**config.mk**
```make
export PLATFORM = sky130hd
export DESIGN_NAME = ahb_master_arbiter
export DESIGN_NICKNAME = d
export VERILOG_FILES = /design/src/rtl/ahb_master_arbiter.sv
export SDC_FILE = /design/constraint.sdc
export NUM_CORES = 1
export LEC_CHECK = 0
export CORE_AREA = 2 2 119 121
export DETAILED_ROUTE_END_ITERATION = 10
export DIE_AREA = 0 0 121 123
export PLACE_DENSITY = 0.77
export SLEW_MARGIN = 20
export SYNTH_ARGS = -nofsm -noshare
export SYNTH_HDL_FRONTEND = slang
export SYNTH_SLANG_ARGS = --single-unit
```
**constraint.sdc**
```tcl
create_clock -name HCLK -period 2.98 [get_ports HCLK]
set_clock_uncertainty 0.1 [all_clocks]
set_input_delay 0.447 -clock HCLK [delete_from_list [all_inputs] [get_ports HCLK]]
set_output_delay 0.447 -clock HCLK [all_outputs]
set_load 0.01 [all_outputs]
```
**src/rtl/ahb_master_arbiter.sv**
```systemverilog
// Two-master to one AHB-lite master port arbiter.
// Each master sees its own HREADY; a transfer that cannot go to the bus in
// the cycle it is accepted is parked in a per-master pending register and
// replayed as NONSEQ once it wins arbitration with the system bus ready.
module ahb_master_arbiter #(
    parameter int FIXED_PRIO = 0
) (
    input  logic        HCLK,
    input  logic        HRESET,
    input  logic [31:0] HADDR_M0,
    input  logic [31:0] HADDR_M1,
    input  logic [1:0]  HTRANS_M0,
    input  logic [1:0]  HTRANS_M1,
    input  logic        HWRITE_M0,
    input  logic        HWRITE_M1,
    input  logic [2:0]  HSIZE_M0,
    input  logic [2:0]  HSIZE_M1,
    input  logic [31:0] HWDATA_M0,
    input  logic [31:0] HWDATA_M1,
    output logic        HREADY_M0,
    output logic        HREADY_M1,
    output logic [31:0] HRDATA_M0,
    output logic [31:0] HRDATA_M1,
    output logic [31:0] HADDR,
    output logic [1:0]  HTRANS,
    output logic        HWRITE,
    output logic [2:0]  HSIZE,
    output logic [31:0] HWDATA,
    input  logic        HREADY,
    input  logic [31:0] HRDATA
);

    // Pending request per master (flag plus captured address-phase payload)
    logic        r_pend_0;
    logic        r_pend_1;
    logic [31:0] r_addr_0;
    logic [31:0] r_addr_1;
    logic        r_write_0;
    logic        r_write_1;
    logic [2:0]  r_size_0;
    logic [2:0]  r_size_1;

    // Bus data phase tracking and round-robin history
    logic        r_dvalid;
    logic        r_owner;
    logic        r_last_grant;

    logic        w_ready_0;
    logic        w_ready_1;
    logic        w_acc_0;
    logic        w_acc_1;
    logic        w_req_0;
    logic        w_req_1;
    logic        w_fwd;
    logic        w_gnt;
    logic [31:0] w_addr;
    logic        w_write;
    logic [2:0]  w_size;
    logic        w_unused_seq_bits;

    // Per-master ready: the owner of the bus data phase follows HREADY,
    // everyone else is stalled only while holding a pending request.
    // Depends on registers and HREADY only, never on the master HTRANS.
    always_comb begin
        w_ready_0 = (r_dvalid && !r_owner) ? HREADY : !r_pend_0;
        w_ready_1 = (r_dvalid &&  r_owner) ? HREADY : !r_pend_1;
        if (HRESET) begin
            w_ready_0 = 1'b1;
            w_ready_1 = 1'b1;
        end
    end

    assign HREADY_M0 = w_ready_0;
    assign HREADY_M1 = w_ready_1;

    // SEQ and NONSEQ are treated alike; only bit 1 marks a real transfer.
    assign w_acc_0 = HTRANS_M0[1] & w_ready_0;
    assign w_acc_1 = HTRANS_M1[1] & w_ready_1;
    assign w_req_0 = r_pend_0 | w_acc_0;
    assign w_req_1 = r_pend_1 | w_acc_1;
    assign w_unused_seq_bits = HTRANS_M0[0] ^ HTRANS_M1[0];

    // Arbitration: only while the bus is ready; ties go to M0 in fixed
    // priority mode, otherwise to the master that did not win last time.
    // NOTE: every always_comb output gets a default first so no latch is inferred.
    always_comb begin
        w_fwd = 1'b0;
        w_gnt = 1'b0;
        if (HREADY && !HRESET) begin
            if (w_req_0 && w_req_1) begin
                w_fwd = 1'b1;
                w_gnt = (FIXED_PRIO != 0) ? 1'b0 : ~r_last_grant;
            end else if (w_req_0) begin
                w_fwd = 1'b1;
                w_gnt = 1'b0;
            end else if (w_req_1) begin
                w_fwd = 1'b1;
                w_gnt = 1'b1;
            end
        end
    end

    // Address-phase source: the pending register when one is held, else the live bus.
    always_comb begin
        w_addr  = HADDR_M0;
        w_write = HWRITE_M0;
        w_size  = HSIZE_M0;
        if (w_gnt) begin
            if (r_pend_1) begin
                w_addr  = r_addr_1;
                w_write = r_write_1;
                w_size  = r_size_1;
            end else begin
                w_addr  = HADDR_M1;
                w_write = HWRITE_M1;
                w_size  = HSIZE_M1;
            end
        end else if (r_pend_0) begin
            w_addr  = r_addr_0;
            w_write = r_write_0;
            w_size  = r_size_0;
        end
    end

    // Every forwarded beat is a standalone NONSEQ; the bus never sees SEQ.
    assign HTRANS    = w_fwd ? 2'b10 : 2'b00;
    assign HADDR     = w_addr;
    assign HWRITE    = w_write;
    assign HSIZE     = w_size;
    assign HWDATA    = r_owner ? HWDATA_M1 : HWDATA_M0;
    assign HRDATA_M0 = HRDATA;
    assign HRDATA_M1 = HRDATA;

    // Control state: pending flags, data-phase owner and arbitration history.
    // NOTE: sequential state uses non-blocking assignments so all registers update together.
    always_ff @(posedge HCLK) begin
        if (HRESET) begin
            r_pend_0     <= 1'b0;
            r_pend_1     <= 1'b0;
            r_dvalid     <= 1'b0;
            r_owner      <= 1'b0;
            r_last_grant <= 1'b1;
        end else begin
            if (w_fwd) begin
                r_dvalid     <= 1'b1;
                r_owner      <= w_gnt;
                r_last_grant <= w_gnt;
            end else if (HREADY) begin
                r_dvalid     <= 1'b0;
            end

            if (w_fwd && !w_gnt) begin
                r_pend_0 <= 1'b0;
            end else if (w_acc_0) begin
                r_pend_0 <= 1'b1;
            end

            if (w_fwd && w_gnt) begin
                r_pend_1 <= 1'b0;
            end else if (w_acc_1) begin
                r_pend_1 <= 1'b1;
            end
        end
    end

    // Pending payload capture on every acceptance; only meaningful while the flag is set.
    // NOTE: payload registers carry no reset; the pend flags alone qualify them.
    always_ff @(posedge HCLK) begin
        if (w_acc_0) begin
            r_addr_0  <= HADDR_M0;
            r_write_0 <= HWRITE_M0;
            r_size_0  <= HSIZE_M0;
        end
        if (w_acc_1) begin
            r_addr_1  <= HADDR_M1;
            r_write_1 <= HWRITE_M1;
            r_size_1  <= HSIZE_M1;
        end
    end

endmodule
```
======== Yosys cells after proc, flatten, opt, wreduce, memory -nomap -nowiden ========
Index checks and enable logic that the tools add are counted.
cells by class
  reductions and logical operators ........ 14
  multiplexer cells ....................... 24
  bitwise logic cells ..................... 5
operators by type and width
  operator            number
  2-to-1 mux 32 bit   4
  2-to-1 mux 1 bit    16
  2-to-1 mux 3 bit    3
  logical AND 1 bit   6
  zero test 1 bit     5
  OR reduction 2 bit  2
  bitwise AND 1 bit   2
  2-to-1 mux 2 bit    1
  bitwise OR 1 bit    2
  nonzero test 2 bit  1
  NOT 1 bit           1
storage, ports and cells
  register bits ........................... 77
  input bits .............................. 175
  word-level logic and storage cells ...... 54
  output and inout port bits .............. 136

======== Logic depth before layout (Yosys ltp) ========
Gate-level depths: netlist (run 1).
  depth in word-level cells ............... 12
  gate-level depth with buffers ........... 6
  gate-level depth less buffers ........... 3

======== Least setup slack after synthesis (run 1) ========
OpenSTA, ideal clock, no wires.
  path kind ............................... in2reg
  start ................................... input HREADY
  end ..................................... register r_addr_0[0], enable pin
  setup slack ............................. 0.576 ns
  arrival ................................. 1.908 ns
  buffers on the path ..................... 1
  stages .................................. 4
  setup time .............................. 0.397 ns
  data required time ...................... 2.483 ns
  cell sequence ........................... clkbuf_1 -> nand3b_1 -> o211ai_1 -> and2_1
between the ends
  longest elaborated chain between the ends .. 3
RTL lines
  item                  RTL line  source
  start, declared       29        input logic HREADY,
  2-to-1 mux 1 bit      65        w_ready_0 = (r_dvalid && !r_owner) ? HREADY : !r_pend_0;
  2-to-1 mux 1 bit      67        if (HRESET) begin
  named net HREADY_M0   20        output logic HREADY_M0,
  bitwise AND 1 bit     77        assign w_acc_0 = HTRANS_M0[1] & w_ready_0;
  named net w_acc_0     50        logic w_acc_0;
  end signal, assigned  170       r_addr_0 <= HADDR_M0;
  end, declared         36        logic [31:0] r_addr_0;
The timed path passes the listed nets, and every way through them passes these cells.
A chain may end at the register's enable or synchronous reset.

======== Worst setup path after layout (run 1) ========
  start ................................... input HRESET
  end ..................................... output HADDR[16]
between the ends
  longest elaborated chain between the ends .. 8
  elaborated cells on any way between the ends .. 14
  classes of those cells .................. mux: 7; bitwise: 4; reduce/logical: 3
RTL lines
  item                   RTL line  source
  start, declared        9         input logic HRESET,
  2-to-1 mux 1 bit       67
  bitwise AND 1 bit      78        assign w_acc_1 = HTRANS_M1[1] & w_ready_1;
  bitwise OR 1 bit       80        assign w_req_1 = r_pend_1 | w_acc_1;
  2-to-1 mux 1 bit       96        end else if (w_req_1) begin
  2-to-1 mux 1 bit       93        end else if (w_req_0) begin
  2-to-1 mux 1 bit       90        if (w_req_0 && w_req_1) begin
  2-to-1 mux 1 bit (*)   89        if (HREADY && !HRESET) begin
  2-to-1 mux 32 bit (*)  108       if (w_gnt) begin
  end, declared          24        output logic [31:0] HADDR,
Every way passes the cells marked *; elsewhere a longest branch is shown, timed or not.

==> results_dict.tcl, run 1 <==
set metrics [dict create \
    antenna_left 0 \
    grt_usage_pct 17.8 \
    fp.dieH_um 123 \
    rsz0062_at_grt "no" \
    multi_input_area_um2 1680 \
    worst_setup_path_start_kind "input pin" \
    ff_latch_area_um2 2260 \
    slowest_stage "clkdlybuf4s50_1" \
    drc 0 \
    overflow 0 \
    r2r_slack_ps 580 \
    clock_sinks 77 \
    critPathBufInv 3 \
    floorplan.initialDensity_pct 33.4 \
    worstSetupPathType "input pin to primary output" \
    num_rows 43 \
    synth_seq_cells 77 \
    layout_min_cycle_time_ps 2750 \
    nets 665 \
    cts_tree "built" \
    relSlewSlack_pct 35.4 \
    hold_class "flop to flop" \
    syn_area_per_cell_um2 13.5 \
    busiest_layer "met2" \
    fmax_mhz 364 \
    wl_per_cell_um 19.6 \
    grtUsageMet2_pct 28.0 \
    fin_crit_sh_pct 92.3 \
    clock_latency_ps 340 \
    place_congestion 0.963 \
    cts_max_path_buffers 2 \
    avgViaCountPerCell 4.74 \
    dieArea_um2 14900 \
    cts_htree_levels 3 \
    synthFlopType "edfxtp_1" \
    setup_viol 0 \
    use_met3_pct 5.26 \
    drt-initial-drc-count 175 \
    layout-drive-gt1-share_pct 8.89 \
    crit_fanout 25 \
    synth_edf_count 72 \
    met1_usage_pct 22.0 \
    finalHoldViolations 0 \
    critical_path.cell_chain "clkdlybuf4s50_1, nor4b_4, o2111ai_4, buf_12, mux2i_1, dlygate4sd2_1" \
    finalInstanceArea_um2 6700 \
    worst_ep_arrival_time_ps 2200 \
    fillers 1184 \
    area_growth_pct 47.5 \
    ir_worst_vdd_v 0.000318 \
    grt_pass1_vias 3522 \
    cts_buffers 9 \
    ys_warn_count 0 \
    cp.required_ps 2430 \
    port-buffer-count 211 \
    antenna_found_initial 1 \
    grt_pass1_wl_um 19700 \
    max_slew.worst_pin.slew_ps 969 \
    power_density_nw_per_um2 461 \
    vias 3203 \
    hpwl_um 10200 \
    dpl_cell_area_um2 6430 \
    drtPass1Iterations 4 \
    max-cap-violations 0 \
    finalWirelength_um 13300 \
    die_w_um 121 \
    leakage_nw 2.64 \
    yosysUniqueCellTypes 32 \
    tns_ps 0 \
    synth_nets 512 \
    slew_viol_final 0 \
    critPathTopFamily "buffers and inverters" \
    clk_pin_slew_worst_paths_ps 60 \
    async_reset_ff_share_pct 0 \
    grt_max_degree 41 \
    seq_area_frac_synth_pct 49.8 \
    clock_tree.root_cell "clkbuf_16" \
    cpPeakStageDelay_ps 460 \
    syn_area_um2 4540 \
    postSynthCellCount 337 \
    pin_count 311 \
    outcome "completed" \
    core-area_um2 13600 \
    end_kind "primary output" \
]
sequential cells by signal, summed over array words and instances (netlist names):
| signal | count |
|---|---|
| r_addr_0 | 32 |
| r_addr_1 | 32 |
| r_size_0 | 3 |
| r_size_1 | 3 |
| r_dvalid | 1 |
| r_last_grant | 1 |
| r_owner | 1 |
| r_pend_0 | 1 |
| r_pend_1 | 1 |
| r_write_0 | 1 |
| r_write_1 | 1 |
where the power goes:
part	internal [mW]	switching [mW]
sequential	1.27	0.0244
clock	0.651	0.413
combinational	0.422	0.310
cell usage after synthesis (2+ instances only):
library cell / instances / area (µm²)
nor2_1: 2 / 7.51
a211oi_1: 2 / 15.0
mux2i_1: 108 / 1080
mux2_1: 22 / 248
clkbuf_1: 4 / 15.0
buf_6: 4 / 45.0
dfxtp_1: 5 / 100
inv_1: 3 / 11.3
nand3b_1: 2 / 15.0
and2_1: 2 / 12.5
nand2_1: 6 / 22.5
buf_2: 9 / 45.0
a21oi_1: 3 / 15.0
edfxtp_1: 72 / 2160
buf_4: 67 / 503
mux2_2: 10 / 113
cell families (layout without fill, tap and decap cells):
logic type / count (synthesis) / count (layout) / share of synthesized area [%]
muxes: 140 / 140 / 31.7
buffers and inverters: 88 / 246 / 13.7
DFF: 77 / 77 / 49.8
and+or+nand+nor: 17 / 17 / 2.31
AOI/OAI and AO/OA: 14 / 14 / 2.31
other: 1 / 2 / 0.0826
cell type report:
class / instances / area share (%)
Inverter: 3 / 0.168
Antenna cell: 1 / 0.0374
Sequential cell: 77 / 33.8
Tap cell: 180 / 3.36
Timing Repair Buffer: 227 / 33.3
Multi-Input combinational cell: 172 / 25.0
Clock buffer: 13 / 3.59
Clock inverter: 3 / 0.691
worst register-to-register path, delay by kind of cell, from the launching register on:
| kind | cells | cell delay, ps |
|---|---|---|
| simple gates | 1 | 800 |
| compound gates | 1 | 280 |
| flops | 1 | 370 |
| buf+inv | 1 | 440 |
cell usage in the layout (no fill, tap or decap), types with 2 or more instances in the layout:
| master | instances |
|---|---|
| clkdlybuf4s50_1 | 175 |
| mux2i_1 | 108 |
| edfxtp_1 | 72 |
| dlygate4sd2_1 | 34 |
| mux2_1 | 22 |
| buf_4 | 13 |
| mux2_2 | 10 |
| clkbuf_16 | 9 |
| nand2_1 | 6 |
| clkbuf_1 | 4 |
| inv_1 | 3 |
| a21oi_1 | 3 |
| buf_12 | 3 |
| dfxtp_1 | 3 |
| and2_2 | 2 |
| nand3b_1 | 2 |
| a211oi_1 | 2 |
| nor2_1 | 2 |
| dlymetal6s2s_1 | 2 |
| dfxtp_2 | 2 |
metrics by stage:
| step | total power [mW] | hold slack [ps] | setup slack, ps | instances | utilization (%) |
|---|---|---|---|---|---|
| after detailed placement | 2.09 | 404 | -61.3 | 657 | 47.2 |
| after global routing | 3.22 | 430 | 136 | 676 | 49.2 |
| after CTS | 3.13 | 412 | 0.0413 | 674 | 49.1 |
| final | 3.09 | 412 | 231 | 676 | 49.2 |
| after global placement | 2.07 | 415 | -48.8 | 657 | 47.2 |
| after floorplan | 1.70 | 374 | 576 | 337 | - |
repair_timing:
item,4_1_cts,5_1_grt
hold buffers,0,0
pin swaps,1,1
gates resized for setup,34,2
setup endpoints to repair,30,2
buffers inserted,1,1
path summary, 6_finish.rpt:
kind,from,end,cells after the start
worst max-delay path,HRESET,HADDR[16],6
worst min-delay path,r_last_grant,r_last_grant,2
worst max register to register,r_owner,r_addr_1[22],3
worst min register to register,r_last_grant,r_last_grant,2
routing by layer:
metal | wire, µm | vias up
li1 | - | 1497
met1 | 5410 | 1522
met2 | 6270 | 135
met3 | 1110 | 49
met4 | 485 | 0
met5 | 0 | -
No activity file was read; power rests on OpenSTA's default activity.
==> run 2: changes to the inputs <==
--- a/config.mk
+++ b/config.mk
@@ -5,6 +5,7 @@
 export SDC_FILE = /design/constraint.sdc
 export NUM_CORES = 1
 export LEC_CHECK = 0
+export ABC_AREA = 1
 export CORE_AREA = 2 2 119 121
 export DETAILED_ROUTE_END_ITERATION = 10
 export DIE_AREA = 0 0 121 123
==> results_dict.tcl, run 2 <==
set metrics [dict create \
    outcome "completed" \
    drtPass1Iterations 4 \
    grt_pass1_vias 3769 \
    avgViaCountPerCell 4.57 \
    reg.largest.list "r_addr_0 (32), r_addr_1 (32)" \
    grt_pass1_wl_um 19400 \
    vias 3894 \
    finalHoldViolations 0 \
    pin_count 311 \
    nets 843 \
    cts_htree_levels 3 \
    hpwl_um 9610 \
    worst_ep_arrival_time_ps 2340 \
    final_common_cell "nand2_1" \
    dpl_cell_area_um2 6420 \
    port-buffer-count 211 \
    hold_class "flop to flop" \
    max-cap-violations 0 \
    p_sw_share_pct 25.2 \
    clock_latency_ps 340 \
    ff_latch_area_um2 2260 \
    dieArea_um2 14900 \
    cts_setup_buffers 0 \
    yosys.area.top_type_share_pct 47.4 \
    diodes 0 \
    cts_tree "built" \
    yosysMostFrequentCell "nand2_1" \
    synth-compound-area-share_pct 5.48 \
    finalWirelength_um 13400 \
    grt_usage_pct 17.0 \
    leakage_nw 3.15 \
    worstSetupPathType "input pin to primary output" \
    yosysUniqueCellTypes 22 \
    antenna_left 0 \
    area_growth_pct 50.5 \
    synthSimpleGateAreaFrac_pct 22.0 \
    multi_input_area_um2 1620 \
    place_congestion 0.759 \
    synth_xor_area_share_pct 0 \
    switching_power_uw 868 \
    ys_top_cells_by_area "edfxtp_1 (47%), nand2_1 (21%), buf_4 (11%)" \
    synth_seq_cells 77 \
    cp.required_ps 2430 \
    synthFlopType "edfxtp_1" \
    clk_pin_slew_worst_paths_ps 60 \
    fin_crit_sh_pct 96.9 \
    async_reset_ff_share_pct 0 \
    finalInstanceArea_um2 6870 \
    ys_top_cells_by_count "nand2_1 (252), edfxtp_1 (72), buf_4 (66)" \
    internal_power_mw 2.57 \
    cts_max_path_buffers 2 \
    wl_per_cell_um 15.7 \
    setup_viol 0 \
    fin_util_pct 50.5 \
    cts_hold_buf 0 \
    fp.dieH_um 123 \
    rsz0062_at_grt "no" \
    power_density_nw_per_um2 500 \
    core-area_um2 13600 \
    postSynthCellCount 519 \
    clockPowerShare_pct 36.9 \
    cts_buffers 9 \
    relSlewSlack_pct 53.9 \
    clock_tree.root_cell "clkbuf_16" \
    worst_setup_path_start_kind "input pin" \
    synth_adder_area_share_pct 0 \
    synth_mux_area_share_pct 7.89 \
    seqPwrFrac_pct 37.7 \
    die_w_um 121 \
    ys_warn_count 0 \
    power_frac_comb_pct 25.4 \
    overflow 0 \
    fillers 1281 \
    seq_area_frac_synth_pct 49.5 \
    synth_edf_count 72 \
    max_slew.worst_pin.slew_ps 691 \
    num_rows 43 \
    floorplan.initialDensity_pct 33.5 \
    fmax_mhz 346 \
    drt-initial-drc-count 235 \
    syn_area_per_cell_um2 8.80 \
    layout-drive-gt1-share_pct 7.88 \
    layout_min_cycle_time_ps 2890 \
    synth_top_family_by_area "simple AND/OR/NAND/NOR gates" \
    end_kind "primary output" \
    drc 0 \
    crit_fanout 23 \
    antenna_found_initial 0 \
    ir_worst_vdd_v 0.000483 \
    slew_viol_final 0 \
    synth_top_area_cell "edfxtp_1" \
    synth_nets 694 \
    layout_common_cells "nand2_1 (252), clkdlybuf4s50_1 (180), edfxtp_1 (72)" \
    syn_area_um2 4570 \
    clock_sinks 77 \
    grt_max_degree 46 \
]
==> run 2: kinds of logic (layout without fill, tap and decap cells) <==
family,Yosys count,count (layout)
muxes,36,36
other,1,1
AOI/OAI and AO/OA,41,41
DFF,77,77
and+or+nand+nor,262,262
buffers and inverters,102,256
==> run 2: layout make-up <==
| cell class | instances | share of cell area (%) |
|---|---|---|
| timing repair buffer | 231 | 34.6 |
| clock buffer | 9 | 3.28 |
| tap | 180 | 3.28 |
| clock inverter | 7 | 1.75 |
| inverter | 9 | 0.528 |
| sequential | 77 | 32.9 |
| multi-input combinational | 340 | 23.6 |
==> run 2: what timing repair did <==
item / 4_1_cts / 5_1_grt
gates resized for setup: 7 / 29
gates cloned: 0 / 1
hold endpoints to repair: 0 / 0
setup endpoints to repair: 14 / 32
==> run 2: metrics by stage <==
stage | hold slack (ps) | cells | power (mW) | setup slack (ps) | setup TNS [ps]
after global routing | 438 | 853 | 3.59 | 2.49 | 0
after CTS | 410 | 852 | 3.48 | 3.89 | 0
final | 405 | 853 | 3.44 | 92.3 | 0
after detailed placement | 396 | 836 | 2.21 | -81.2 | -590
after floorplan | 363 | 519 | 1.78 | 886 | 0
after global placement | 384 | 836 | 2.19 | -31.2 | -172
==> run 2: worst max-delay path, cell delays in order <==
cell	delay [ps]
clkdlybuf4s50_1	530
inv_2	70
nand3_2	100
nand2_2	60
nand2_2	70
nand2_2	60
nand2_4	120
buf_12	180
nand2_1	80
o21ai_2	60
clkdlybuf4s50_1	550
==> run 2: metal layers <==
metal	routed length [µm]	share of wire, %	global-route usage (%)
met2	6250	47	25.7
met4	515	3.9	9.45
met1	5500	41	21.1
met5	0	0	0
met3	1090	8.2	6.27
==> run 2: worst paths after layout <==
check / startpoint / end / slack, ps / cells past startpoint
max reg2reg: r_owner / r_addr_1[4] / 1030 / 8
min reg2reg: r_last_grant / r_last_grant / 400 / 2
min: r_last_grant / r_last_grant / 400 / 2
max: HRESET / HADDR[19] / 90 / 11
==> run 2: power groups by stage <==
stage	sequential [mW]	clock, mW	combinational, mW
floorplan	1.31	0	0.469
global placement	1.31	0	0.880
detailed placement	1.32	0	0.888
CTS	1.30	1.30	0.892
global route	1.30	1.33	0.956
finish	1.30	1.27	0.875
